==> config.mk <==
export PLATFORM = sky130hd
export DESIGN_NAME = somador_serial
export DESIGN_NICKNAME = d
export VERILOG_FILES = /design/src/rtl/somador_serial.sv
export SDC_FILE = /design/constraint.sdc
export NUM_CORES = 1
export LEC_CHECK = 0
export ABC_CLOCK_PERIOD_IN_PS = 1650
export BUFFER_PORTS_ARGS = -buffer_cell sky130_fd_sc_hd__clkbuf_2
export CAP_MARGIN = 20
export CELL_PAD_IN_SITES_DETAIL_PLACEMENT = 0
export CELL_PAD_IN_SITES_GLOBAL_PLACEMENT = 1
export CORE_MARGIN = 2
export CORE_UTILIZATION = 40
export DETAILED_ROUTE_END_ITERATION = 16
export HOLD_SLACK_MARGIN = 0.05
export PLACE_DENSITY_LB_ADDON = 0.1
export SLEW_MARGIN = 10
export SYNTH_ARGS = -nofsm -noshare
export SYNTH_HDL_FRONTEND = slang
export SYNTH_SLANG_ARGS = --single-unit
==> constraint.sdc <==
create_clock -name clk -period 1.65 [get_ports clk]
set_input_delay 0 -clock clk [delete_from_list [all_inputs] [get_ports clk]]
set_output_delay 0 -clock clk [all_outputs]
set_load 0.005 [all_outputs]
==> src/rtl/somador_serial.sv <==
// Bit-serial unsigned adder: one full-adder cell plus a carry flop, LSB first, start/done handshake.
// Define SOMADOR_SERIAL_OVF_EN to add the registered signed-overflow output ovf.
module somador_serial #(
  parameter int WIDTH = 8
) (
  input  logic             clk,
  input  logic             rst_n,
  input  logic             start,
  input  logic [WIDTH-1:0] a,
  input  logic [WIDTH-1:0] b,
  output logic             busy,
  output logic             done,
  output logic [WIDTH:0]   s
`ifdef SOMADOR_SERIAL_OVF_EN
  ,
  output logic             ovf
`endif
);

  localparam int CW = (WIDTH > 1) ? $clog2(WIDTH) : 1;
  localparam logic [CW-1:0] LAST_BIT = CW'(WIDTH - 1);

  typedef enum logic [1:0] {
    IDLE = 2'd0,
    RUN  = 2'd1,
    DONE = 2'd2
  } state_t;

  state_t           state, state_nxt;
  logic [CW-1:0]    count;
  logic [WIDTH-1:0] a_sh, b_sh;
  logic             carry;
  logic             accept;
  logic             last;
  logic             sum_bit;
  logic             carry_nxt;

  // A start is only honoured outside RUN; in DONE it chains straight into the next operation.
  assign accept    = start && (state != RUN);
  assign last      = (state == RUN) && (count == LAST_BIT);
  assign sum_bit   = a_sh[0] ^ b_sh[0] ^ carry;
  assign carry_nxt = (a_sh[0] & b_sh[0]) | (a_sh[0] & carry) | (b_sh[0] & carry);

  // NOTE: asynchronous reset in the sensitivity list, and <= for every sequential
  // assignment so all flops update together from pre-edge values.
  always_ff @(posedge clk or negedge rst_n) begin
    if (!rst_n) state <= IDLE;
    else        state <= state_nxt;
  end

  always_comb begin
    state_nxt = state;
    case (state)
      IDLE:    if (start) state_nxt = RUN;
      RUN:     if (last)  state_nxt = DONE;
      DONE:    state_nxt = start ? RUN : IDLE;
      default: state_nxt = IDLE;
    endcase
  end

  // NOTE: defaults written first so no output can infer a latch.
  always_comb begin
    busy = 1'b0;
    done = 1'b0;
    case (state)
      RUN:     busy = 1'b1;
      DONE:    done = 1'b1;
      default: ;
    endcase
  end

  always_ff @(posedge clk or negedge rst_n) begin
    if (!rst_n) begin
      a_sh  <= '0;
      b_sh  <= '0;
      carry <= 1'b0;
      count <= '0;
      s     <= '0;
    end else if (accept) begin
      a_sh  <= a;
      b_sh  <= b;
      carry <= 1'b0;
      count <= '0;
      s     <= '0;
    end else if (state == RUN) begin
      s[count] <= sum_bit;
      carry    <= carry_nxt;
      a_sh     <= a_sh >> 1;
      b_sh     <= b_sh >> 1;
      count    <= last ? '0 : count + 1'b1;
      if (last) s[WIDTH] <= carry_nxt;
    end
  end

`ifdef SOMADOR_SERIAL_OVF_EN
  // On the last bit a_sh[0]/b_sh[0] are the operand sign bits and sum_bit is the result sign.
  always_ff @(posedge clk or negedge rst_n) begin
    if (!rst_n)      ovf <= 1'b0;
    else if (accept) ovf <= 1'b0;
    else if (last)   ovf <= (a_sh[0] == b_sh[0]) && (sum_bit != a_sh[0]);
  end
`endif

endmodule

==> reports/qor.yml <==
outcome:
  status: "finished clean"
final_layout:
  fin_area_mm2: 0.00195
  drive_above_1_share_pct: 26.0
  num_antenna_cells: 0
  final_nets: 204
  syn_to_final_growth_pct: 26.2
  final_core_util_pct: 52.8
cts:
  cts_tree: "yes"
  clock_path_buffers: 2
  holdBufCountCts: 14
  numCtsBuffers: 5
  h-tree-depth: 2
  post_cts_buffers: 0
  clkTransAtPathRegs_ns: 0.05
  clk_latency_ns: 0.27
  cts_root_buf: "clkbuf_8"
  cts_sinks: 31
  cts_resized: 0
yosys:
  synth_area_mm2: 0.00154
  yosys-top-cells-area: "dfrtp_1 50%, mux2i_1 10%, nand2_1 4.9%"
  ys_ff_latch: 31
  yosysTopAreaCell: "dfrtp_1"
  avgSynthCellArea_um2: 11.1
  syn_nets: 161
  synthCells: 139
  ys_seq_area_share_pct: 50.2
  synth_top_area_share_pct: 50.2
  yosysWarnings: 0
  synthDistinctLibCells: 28
detailed_routing:
  routed_wl_um: 2810
  vias: 1144
  ant_nets: 0
  drc: 0
  wl_per_cell_um: 12.3
  dr.pass1.iters: 4
  viasPerCell: 5.00
  drt_iter0_drc: 40
critical_path:
  start_kind: "flop"
  worstPathArrival_ns: 1.60
  cp_max_fo: 8
  critical_path_class: "reg2reg"
  crit_required_ns: 1.80
  reg2reg_to: "s[4]$_DFFE_PN0P_"
  ff2ff_path_depth: 2
  r2r_start: "a_sh[0]$_DFFE_PN0P_"
  r2r_slack_ns: 0.20
  critPathCaptureType: "flop"
global_routing:
  grt_max_degree: 32
  grt_usage_pct: 15.7
  gr-total-overflow: 0
  grt_antenna_before_repair: 0
  grt_pass1_vias: 1145
  grt_pass1_wl_um: 5090
placement:
  placed_area_mm2: 0.00174
  place_congestion: 0.718
  hpwlAfterDp_um: 1930
  portBuffers: 29
floorplan:
  core.rowCount: 22
  die_area_mm2: 0.00437
  ios: 30
  chipWidth_um: 66.1
  initial_core_util_pct: 41.9
  die_h_um: 66.1
  core_mm2: 0.00369
flow_run:
  maxCapViolations: 0
power_and_ir_drop:
  p_leak_nw: 0.953
  power_frac_seq_pct: 41.8
  netSwitchingFraction_pct: 36.8
  p_switching_mw: 1.14
  finalPower_mw: 3.09
  p_per_area_mw_per_mm2: 1590
  p_int_mw: 1.96
  pwr-share-comb_pct: 41.4
  ir_worst_vdd_mv: 1.00
  clockPowerShare_pct: 16.8
sta:
  rsz0062_at_grt: "false"
  max_freq_mhz: 689
  skew_ns: 0.00370
  period_needed_ns: 1.45
  setup_tns_ns: 0
  hold_viol: 0
  max-slew-margin-rel_pct: 48.8
  final_max_slew_viol_count: 0
  worst_slew_pin_slew_ns: 0.767
  fin_crit_sh_pct: 88.0
  setup_viol: 0
worst_hold_path:
  hp-start: "a[2]"
  hold_path_class: "in2reg"
  hold_end: "a_sh[2]$_DFFE_PN0P_"
  min_path_cells: 3
[worst max-delay path by stage]
| stage | start | to | slack (ns) |
|---|---|---|---|
| floorplan | a_sh[0]$_DFFE_PN0P_ | s[2]$_DFFE_PN0P_ | 0.30 |
| detailed placement | a_sh[0]$_DFFE_PN0P_ | s[4]$_DFFE_PN0P_ | 0.19 |
| finish | a_sh[0]$_DFFE_PN0P_ | s[4]$_DFFE_PN0P_ | 0.20 |
| global route | count[0]$_DFFE_PN0P_ | s[8]$_DFFE_PN0P_ | 0.08 |
| CTS | a_sh[0]$_DFFE_PN0P_ | s[4]$_DFFE_PN0P_ | 0.18 |
| global placement | a_sh[0]$_DFFE_PN0P_ | s[4]$_DFFE_PN0P_ | 0.21 |
[sequential cells by signal, summed over array words and instances, names as in the netlist]
name	count
s	9
state	2
a_sh	8
count	3
carry	1
b_sh	8
[power groups by stage]
stage | registers, mW | clock network, mW | logic [mW]
finish | 1.29 | 0.519 | 1.28
global route | 1.35 | 0.598 | 1.47
CTS | 1.30 | 0.546 | 1.32
detailed placement | 1.31 | 0 | 1.29
global placement | 1.29 | 0 | 1.25
floorplan | 1.23 | 0 | 1.02
[cell type report]
class | count | area, µm²
Sequential cell | 31 | 776
Timing Repair Buffer | 48 | 335
Tap cell | 48 | 60.1
Clock buffer | 6 | 72.6
Multi-Input combinational cell | 94 | 697
Inverter | 2 | 7.51
Fill cell | 349 | 1740
[kinds of logic after synthesis]
logic type | synth area share [%]
simple gates | 15.6
flops | 50.2
mux | 16.9
fa+ha+maj | 2.92
buf+inv | 4.62
compound gates | 9.72
[metal layers]
layer | vias up | wire length, µm | track usage [%]
li1 | 565 | - | -
met1 | 554 | 1320 | 18.3
met2 | 23 | 1330 | 25.6
met3 | 2 | 138 | 6.81
met4 | 0 | 21 | 5.36
met5 | - | 0 | 0
[synth_stat cells]
library cell   n
a21boi_0       8
a22oi_1        1
and2b_1        1
buf_2          6
buf_4          1
buf_6          1
clkbuf_1       4
dfrtp_1       31
fa_1           1
ha_1           2
inv_1          1
inv_2          1
mux2_1         6
mux2_2         3
mux2i_1       16
nand2_1       20
nand2b_4       1
nand3_1        3
nand3b_1       4
nand4_1        1
nand4b_1       2
nor2_1         5
nor3_1         1
nor4_2         1
nor4b_2        1
nor4b_4        1
o21ai_0       15
o31ai_1        1
[stage by stage]
stage               cells  setup WS, ns  hold WS (ns)
floorplan             139         0.298        -0.296
global placement      209         0.213         0.103
detailed placement    209         0.191         0.119
CTS                   229         0.179        0.0523
global route          229        0.0775        0.0538
finish                229         0.199        0.0485
[cells in the final DEF, fill, tap and decap left out, drive strengths merged]
cell type	netlist	layout
nand4b	2	2
clkbuf	4	35
o31ai	1	1
inv	2	2
nand4	1	1
a22oi	1	1
buf	8	5
dfrtp	31	31
o21ai	15	15
nand3b	4	4
and2b	1	1
ha	2	2
nand2b	1	1
nor3	1	1
dlygate4sd3	0	14
nand2	20	20
mux2	9	9
a21boi	8	8
fa	1	1
nor4	1	1
nand3	3	3
nor4b	2	2
nor2	5	5
mux2i	16	16
[worst max-delay path, cell delays in order (launching register included)]
cell and delay, ns:
dfrtp_1 0.40, fa_1 0.61, mux2_1 0.33
No activity file was read; power rests on OpenSTA's default activity.
